<file path="src/rtl/des_pkg.sv">
// Shared 3DES datapath types: 64-bit blocks, 32-bit host words and the
// word-select encoding used when a block is serialised.
package des_pkg;

  localparam int DES_WORDS_PER_BLOCK = 2;
  localparam int DES_WORD_W          = 64 / DES_WORDS_PER_BLOCK;

  typedef logic [0:63]           des_block_t;
  typedef logic [0:DES_WORD_W-1] des_word_t;

  typedef enum logic {
    WORD_HI = 1'b0,
    WORD_LO = 1'b1
  } word_sel_e;

  // Bit 0 is the MSB, so the high word is the first half of the block.
  function automatic des_word_t des_word_of(input des_block_t blk, input word_sel_e sel);
    return (sel == WORD_HI) ? blk[0:DES_WORD_W-1] : blk[DES_WORD_W:63];
  endfunction

endpackage

</file>
<file path="src/rtl/des_block_fifo.sv">
// Generic synchronous FIFO with power-of-2 depth; a push into a full FIFO is
// accepted only when a pop frees the head slot in the same cycle.
module des_block_fifo
  import des_pkg::*;
#(
  parameter int  DEPTH = 8,
  parameter type T     = des_block_t
) (
  input  logic                   clk,
  input  logic                   n_rst,
  input  logic                   push_i,
  input  T                       data_i,
  input  logic                   pop_i,
  output T                       data_o,
  output logic                   full_o,
  output logic                   empty_o,
  output logic [$clog2(DEPTH):0] count_o
);

  localparam int AW = $clog2(DEPTH);
  localparam logic [AW:0] FULL_CNT = (AW+1)'(DEPTH);

  logic [AW-1:0] wr_ptr_q, wr_ptr_d;
  logic [AW-1:0] rd_ptr_q, rd_ptr_d;
  logic [AW:0]   count_q, count_d;
  logic          push_ok, pop_ok;
  T              mem_q [DEPTH];

  assign empty_o = (count_q == '0);
  assign full_o  = (count_q == FULL_CNT);
  assign pop_ok  = pop_i && !empty_o;
  assign push_ok = push_i && (!full_o || pop_ok);
  assign data_o  = mem_q[rd_ptr_q];
  assign count_o = count_q;

  always_comb begin
    wr_ptr_d = wr_ptr_q + AW'(push_ok);
    rd_ptr_d = rd_ptr_q + AW'(pop_ok);
    count_d  = count_q;
    case ({push_ok, pop_ok})
      2'b10:   count_d = count_q + 1'b1;
      2'b01:   count_d = count_q - 1'b1;
      default: count_d = count_q;
    endcase
  end

  always_ff @(posedge clk) begin
    if (!n_rst) begin
      wr_ptr_q <= '0;
      rd_ptr_q <= '0;
      count_q  <= '0;
    end else begin
      wr_ptr_q <= wr_ptr_d;
      rd_ptr_q <= rd_ptr_d;
      count_q  <= count_d;
    end
  end

  // Storage is not reset; the pointers and count alone define validity.
  always_ff @(posedge clk) begin
    if (n_rst && push_ok) begin
      mem_q[wr_ptr_q] <= data_i;
    end
  end

endmodule

</file>
<file path="src/rtl/des_output_buffer.sv">
// Buffers 3DES pipeline output blocks and serialises them as two 32-bit words
// to the host, with a credit counter that keeps the non-stalling pipeline safe.
module des_output_buffer
  import des_pkg::*;
#(
  parameter int DEPTH = 8
) (
  input  logic       clk,
  input  logic       n_rst,
  input  logic       blk_valid_in,
  input  des_block_t blk_in,
  input  logic       issue_in,
  output logic       credit_ok,
  output logic       rd_valid,
  input  logic       rd_ready,
  output des_word_t  rd_data,
  output logic       rd_last,
  output logic [6:0] occupancy,
  output logic       overflow_err,
  output word_sel_e  dbg_word_sel
);

  localparam int CW = $clog2(DEPTH) + 1;

  // Read port: a word moves when rd_valid & rd_ready; rd_data/rd_last are a
  // function of registered state only, so they hold while the host stalls.
  word_sel_e         state_q, state_d;
  logic [CW-1:0]     in_flight_q, in_flight_d;
  logic              ovf_q, ovf_d;
  logic [CW-1:0]     count;
  logic              full, empty, xfer, pop, drop;
  des_block_t        head;
  logic [7:0]        credit_sum;

  des_block_fifo #(
    .DEPTH (DEPTH),
    .T     (des_block_t)
  ) u_fifo (
    .clk     (clk),
    .n_rst   (n_rst),
    .push_i  (blk_valid_in),
    .data_i  (blk_in),
    .pop_i   (pop),
    .data_o  (head),
    .full_o  (full),
    .empty_o (empty),
    .count_o (count)
  );

  assign rd_valid = !empty;
  assign xfer     = rd_valid && rd_ready;
  assign pop      = xfer && (state_q == WORD_LO);
  assign drop     = blk_valid_in && full && !pop;

  assign rd_data  = rd_valid ? des_word_of(head, state_q) : '0;
  assign rd_last  = rd_valid && (state_q == WORD_LO);

  assign occupancy    = 7'(count);
  assign overflow_err = ovf_q;
  assign dbg_word_sel = state_q;

  // Pops are credited only once they show up in the registered count.
  assign credit_sum = 8'(count) + 8'(in_flight_q) + 8'(issue_in);
  assign credit_ok  = (credit_sum < 8'(DEPTH));

  always_comb begin
    state_d = state_q;
    case (state_q)
      WORD_HI: if (xfer) state_d = WORD_LO;
      WORD_LO: if (xfer) state_d = WORD_HI;
      default: state_d = WORD_HI;
    endcase
  end

  always_comb begin
    in_flight_d = in_flight_q;
    if (issue_in && !blk_valid_in) begin
      in_flight_d = in_flight_q + 1'b1;
    end else if (blk_valid_in && !issue_in && (in_flight_q != '0)) begin
      in_flight_d = in_flight_q - 1'b1;
    end
    ovf_d = ovf_q | drop;
  end

  always_ff @(posedge clk) begin
    if (!n_rst) begin
      state_q     <= WORD_HI;
      in_flight_q <= '0;
      ovf_q       <= 1'b0;
    end else begin
      state_q     <= state_d;
      in_flight_q <= in_flight_d;
      ovf_q       <= ovf_d;
    end
  end

endmodule

</file>
<file path="config.mk">
export PLATFORM = sky130hd
export DESIGN_NAME = des_output_buffer
export DESIGN_NICKNAME = d
export VERILOG_FILES = /design/src/rtl/des_pkg.sv /design/src/rtl/des_block_fifo.sv /design/src/rtl/des_output_buffer.sv
export SDC_FILE = /design/constraint.sdc
export NUM_CORES = 1
export LEC_CHECK = 0
export ABC_CLOCK_PERIOD_IN_PS = 12800
export CORE_MARGIN = 2
export CORE_UTILIZATION = 45
export CTS_BUF_LIST = sky130_fd_sc_hd__clkbuf_8
export DETAILED_ROUTE_END_ITERATION = 6
export PLACE_DENSITY = 0.61
export SLEW_MARGIN = 10
export SYNTH_ARGS = -nofsm -noshare
export SYNTH_HDL_FRONTEND = slang
export SYNTH_HIERARCHICAL = 1
export SYNTH_SLANG_ARGS = --single-unit
</file>
<file path="constraint.sdc">
create_clock -name clk -period 12.8 [get_ports clk]
set_input_delay 2.56 -clock clk [delete_from_list [all_inputs] [get_ports clk]]
set_output_delay 2.56 -clock clk [all_outputs]
set_load 0.01 [all_outputs]
</file>
# After elaboration in Yosys (flattened, before gate mapping)
# Memory sizes are Yosys's and may differ from the RTL's. A register that Yosys moved wholly into a read port is not among the register bits.
# Cells that the tools add are included.
word_totals:
  out_inout_bits: 44
  ram_bits: 512
  inputBits: 69
  register_bits: 16
  n_memories: 1
mem_list:
  columns: ["memory", "depth", "word_bits", "read_ports", "rd_clocked_by_memory_dff", "wr", "line", "source"]
  rows:
  - ["u_fifo.mem_q", 8, 64, 1, 1, 1, "des_block_fifo.sv:27", "T mem_q [DEPTH];"]
classes:
  n_mux: 11
  order_cmp: 1
  eq_ne: 3
  addsub: 8
  n_reduce_logical: 21
  n_bitwise: 2
op_table:
  columns: ["op", "count"]
  rows:
  - ["$mux W32", 2]
  - ["$logic_and A1 B1 Y1", 11]
  - ["$add A4 B1 Y4 const B", 2]
  - ["$mux W4", 2]
  - ["$pmux W4 S2", 1]
  - ["$sub A4 B1 Y4 const B", 2]
  - ["$add A3 B1 Y3", 2]
  - ["$add A5 B1 Y6", 1]
  - ["$lt A6 B4 Y1 const B", 1]
  - ["$add A4 B4 Y5", 1]
  - ["$logic_not A1 Y1", 5]
  - ["$eq A4 B4 Y1 const B", 1]
  - ["$logic_not A4 Y1", 1]
  - ["$mux W1", 4]
  - ["$reduce_bool A2 Y1", 2]
  - ["$reduce_bool A4 Y1", 1]
  - ["$mux W3", 1]
  - ["$eq A2 B1 Y1 const B", 1]
  - ["$eq A2 B2 Y1 const B", 1]
  - ["$pmux W1 S2", 1]
  - ["$logic_or A1 B1 Y1", 1]
  - ["$not A1 Y1", 1]
  - ["$or A1 B1 Y1", 1]

# Depth between registers and ports, before layout
depth:
  word_depth: 10
  ltp_mapped: 12
  ltp_nobuf: 10

# Cells and area by module
# The synthesis kept the hierarchy.
by_module_without_submodules:
  columns: ["module", "n_inst", "cells_each", "area_per_inst_um2", "seq_area_each_um2"]
  rows:
  - ["des_block_fifo", 1, 807, 19779.0, 15574.9]
  - ["des_output_buffer", 1, 120, 945.9, 120.1]

# Worst setup path after synthesis
# Ideal clock, no wire load.
synth_timing:
  path_type: "input-to-reg"
  startpoint: "in rd_ready"
  endpoint: "mem u_fifo/mem_q[2][0] in the netlist's numbering (enable)"
  setup_slack_ps: 4497
  arrival_ps: 7738
  setup_time_ps: 565
  stages: 5
  path_buffers: 0
  cell_sequence: "nor2b_1 > ha_1 > o21ai_2 > or2_2 > nor3_1"
synth_between:
  elab_chain_cells: 8
synth_lines:
  columns: ["item", "line", "source"]
  rows:
  - ["start, declared", "des_output_buffer.sv:15", "input logic rd_ready,"]
  - ["$logic_and A1 B1 Y1", "des_output_buffer.sv:51", "assign xfer = rd_valid && rd_ready;"]
  - ["$logic_and A1 B1 Y1", "des_output_buffer.sv:52", "assign pop = xfer && (state_q == WORD_LO);"]
  - ["net pop", "des_output_buffer.sv:31", "logic full, empty, xfer, pop, drop;"]
  - ["$logic_and A1 B1 Y1", "des_block_fifo.sv:31", "assign pop_ok = pop_i && !empty_o;"]
  - ["$logic_or A1 B1 Y1", "des_block_fifo.sv:32", "assign push_ok = push_i && (!full_o || pop_ok);"]
  - ["$logic_and A1 B1 Y1", "des_block_fifo.sv:32", null]
  - ["$logic_and A1 B1 Y1", "des_block_fifo.sv:61", "if (n_rst && push_ok) begin"]
  - ["$mux W1", "des_block_fifo.sv:61", null]
  - ["$mux W1 (implied by the code)", "des_block_fifo.sv:62", "mem_q[wr_ptr_q] <= data_i;"]
  - ["end, declared", "des_block_fifo.sv:27", null]
# The timed path passes the listed nets, and every way through them passes these cells.

# Worst setup path in the final report
layout_timing:
  startpoint: "in issue_in"
  endpoint: "out credit_ok"
layout_between:
  elab_chain_cells: 2
layout_lines:
  columns: ["item", "line", "source"]
  rows:
  - ["start, declared", "des_output_buffer.sv:12", "input logic issue_in,"]
  - ["$add A5 B1 Y6", "des_output_buffer.sv:63", "assign credit_sum = 8'(count) + 8'(in_flight_q) + 8'(issue_in);"]
  - ["$lt A6 B4 Y1", "des_output_buffer.sv:64", "assign credit_ok = (credit_sum < 8'(DEPTH));"]
  - ["end, declared", "des_output_buffer.sv:13", "output logic credit_ok,"]
# Every way passes these cells.

==> impl_metrics.json <==
{
  "fill_cells": 3567,
  "row_count": 78,
  "initialDrtViolationCount": 726,
  "syn_area_mm2": 0.0207,
  "ir_worst_vdd_mv": 0.0588,
  "cts_max_path_buffers": 3,
  "power_mw": 3.40,
  "cp-start-kind": "input pin",
  "grt_overflow": 0,
  "cts_htree_levels": 3,
  "fp.dieH_um": 219,
  "slew_viol_final": 0,
  "synth-edff-count": 512,
  "vias": 9501,
  "grt_usage_pct": 17.7,
  "tritoncts": "yes",
  "crit_type": "input pin to output pin",
  "synthCells": 927,
  "antenna_found_initial": 4,
  "grt_pass1_wl_um": 62200,
  "synth-seq-area-share_pct": 75.7,
  "tightest_slew_ps": 1080,
  "worstPathArrival_ps": 4260,
  "dieArea_mm2": 0.0478,
  "area_growth_pct": 15.8,
  "drc": 0,
  "ant_nets": 0,
  "finalSetupViolCount": 0,
  "fin_setup_tns_ps": 0,
  "drive_above_1_share_pct": 28.4,
  "synth_area_per_cell_um2": 22.4,
  "ys_warn_count": 6,
  "firstDrtPassIters": 4,
  "synth_cell_types": 45,
  "pin_count": 113,
  "hpwl_um": 20100,
  "powerDensity_mw_per_mm2": 142,
  "post-route-min-period_ps": 6820,
  "multiInputGateArea_mm2": 0.00482,
  "nets": 1176,
  "status": "completed",
  "gp_congestion": 0.683,
  "cap_viol_max_count": 0,
  "clkSlewWorstSetupHoldPaths_ps": 60,
  "worstPathMaxFanout": 3,
  "timing.final.ws_setup_ps": 5980,
  "hold_path_class": "register to register",
  "core_mm2": 0.0454,
  "fmax_ghz": 0.147,
  "synth_top_area_share_pct": 74.2,
  "holdBufCountCts": 0,
  "die-width_um": 219,
  "p_leak_nw": 7.48,
  "regArea_mm2": 0.0157,
  "worstSkewPairLatency_ps": 630,
  "slew_headroom_pct": 27.7,
  "numCtsBuffers": 84,
  "yosysTopAreaCell": "edfxtp_1",
  "initial_utilization_pct": 45.7,
  "synthFlopType": "edfxtp_1",
  "clock_skew_ps": 18.3,
  "cts_sinks": 528,
  "wirelength_um": 40900,
  "grt_pass1_vias": 10200,
  "postSynth.asyncResetShare_pct": 0,
  "port_buffers": 109,
  "via_per_inst": 5.41,
  "rsz0062_at_grt": "no",
  "post-cts-setup-buffer-count": 0,
  "finalCritPeriodShare_pct": 53.3,
  "wl_per_cell_um": 23.3,
  "worst_setup_path_end_kind": "output pin",
  "synth-seq-cells": 528,
  "place_ws_ps": 5970,
  "synthTopCellsByArea": "edfxtp_1 74%, mux4_2 14%, mux2_2 3.5%, mux2i_1 1.6%, dfxtp_1 1.5%",
  "critical_path_required_ps": 10240,
  "grt_max_degree": 71,
  "hold_violations": 0,
  "cts_resized": 0,
  "ctsRootBufferMaster": "clkbuf_8"
}
[metrics by stage]
| step | util (%) | hold WS, ps | instance area (µm²) | instances |
|---|---|---|---|---|
| finish | 52.9 | 477 | 24000 | 1757 |
| global placement | 49.6 | 465 | 22500 | 1608 |
| CTS | 52.9 | 480 | 24000 | 1756 |
| detailed placement | 49.6 | 464 | 22500 | 1608 |
| global route | 52.9 | 514 | 24000 | 1756 |
| floorplan | - | 457 | 20700 | 929 |
[layout by cell type, fill, tap and decap left out, types with 3 or more instances in the layout]
master / netlist / routed
edfxtp_1: 512 / 512
mux4_2: 128 / 128
clkdlybuf4s50_1: 0 / 109
clkbuf_8: 0 / 86
mux2_2: 64 / 64
nor2_1: 43 / 39
mux2i_1: 34 / 34
inv_1: 5 / 32
clkinv_1: 0 / 25
buf_4: 17 / 17
ha_1: 12 / 12
dfxtp_1: 16 / 12
nand2_1: 7 / 7
and2_1: 5 / 5
nor3_2: 1 / 5
nor2b_1: 4 / 4
a21oi_1: 4 / 4
clkinvlp_4: 0 / 4
clkinv_2: 0 / 4
nor2_4: 0 / 4
nand2b_1: 3 / 3
xnor2_1: 3 / 3
nand3_1: 3 / 3
xor2_1: 3 / 3
conb_1: 1 / 3
dfxtp_4: 0 / 3
[metal layers]
| layer | part of all wire, % | vias to the layer above | GRT usage, % |
|---|---|---|---|
| met4 | 1.5 | 6 | 5.44 |
| met5 | 0.073 | - | 0 |
| met2 | 49 | 208 | 28.9 |
| met1 | 44 | 5031 | 23.8 |
| met3 | 5.4 | 49 | 4.06 |
| li1 | - | 4207 | - |
[sequential cells by signal, summed over array words and instances (netlist names)]
register	cells
u_fifo/rd_ptr_q	3
overflow_err	1
u_fifo/mem_q	512
in_flight_q	4
u_fifo/count_o	4
dbg_word_sel	1
u_fifo/wr_ptr_q	3
[cell families (layout without fill, tap and decap cells)]
kind of cell,Yosys count,after routing,synth area share [%]
compound gates,20,20,0.881
xor+xnor,6,6,0.254
fa+ha+maj,13,13,0.821
buf+inv,52,279,1.30
flops,528,528,75.7
mux,226,226,19.0
other cells,1,4,0.0181
simple gates,81,81,1.97
[final timing paths]
kind	cells after the start	start	end	slack [ps]
worst max-delay path	5	issue_in	credit_ok	5980
worst min register to register	1	overflow_err	overflow_err	480
worst min-delay path	1	overflow_err	overflow_err	480
worst max register to register	8	u_fifo/count_o[2]	u_fifo/mem_q[4][23]	8680
[synth_stat cells (2+ instances only)]
library cell    n
a21o_1          2
a21oi_1         4
a31o_1          2
and2_1          5
buf_2           8
buf_4          17
clkbuf_1       22
dfxtp_1        16
edfxtp_1      512
ha_1           12
inv_1           5
mux2_2         64
mux2i_1        34
mux4_2        128
nand2_1         7
nand2b_1        3
nand3_1         3
nor2_1         43
nor2b_1         4
nor3_1          5
o21a_1          2
o21ai_2         2
xnor2_1         3
xor2_1          3
[final cells by class]
| class | count | share of cell area [%] |
|---|---|---|
| flip-flops and latches | 528 | 65.5 |
| clock buffers | 86 | 4.93 |
| well taps | 600 | 3.13 |
| repair buffers | 126 | 5.08 |
| clock inverters | 62 | 1.18 |
| multi-input cells | 349 | 20.1 |
| diodes | 1 | 0.0104 |
| inverters | 5 | 0.0782 |
[power breakdown]
group / leakage [nW] / internal, mW / total [mW] / switching (mW)
Combinational: 1.88 / 0.100 / 0.208 / 0.107
Clock: 0.836 / 0.641 / 1.26 / 0.615
Sequential: 4.76 / 1.92 / 1.93 / 0.0130
[critical path: stages]
cell and delay, ps:
clkdlybuf4s50_1 430, a21o_1 170, a21o_1 180, a2111oi_2 340, clkdlybuf4s50_1 590
No activity file was read; power rests on OpenSTA's default activity.
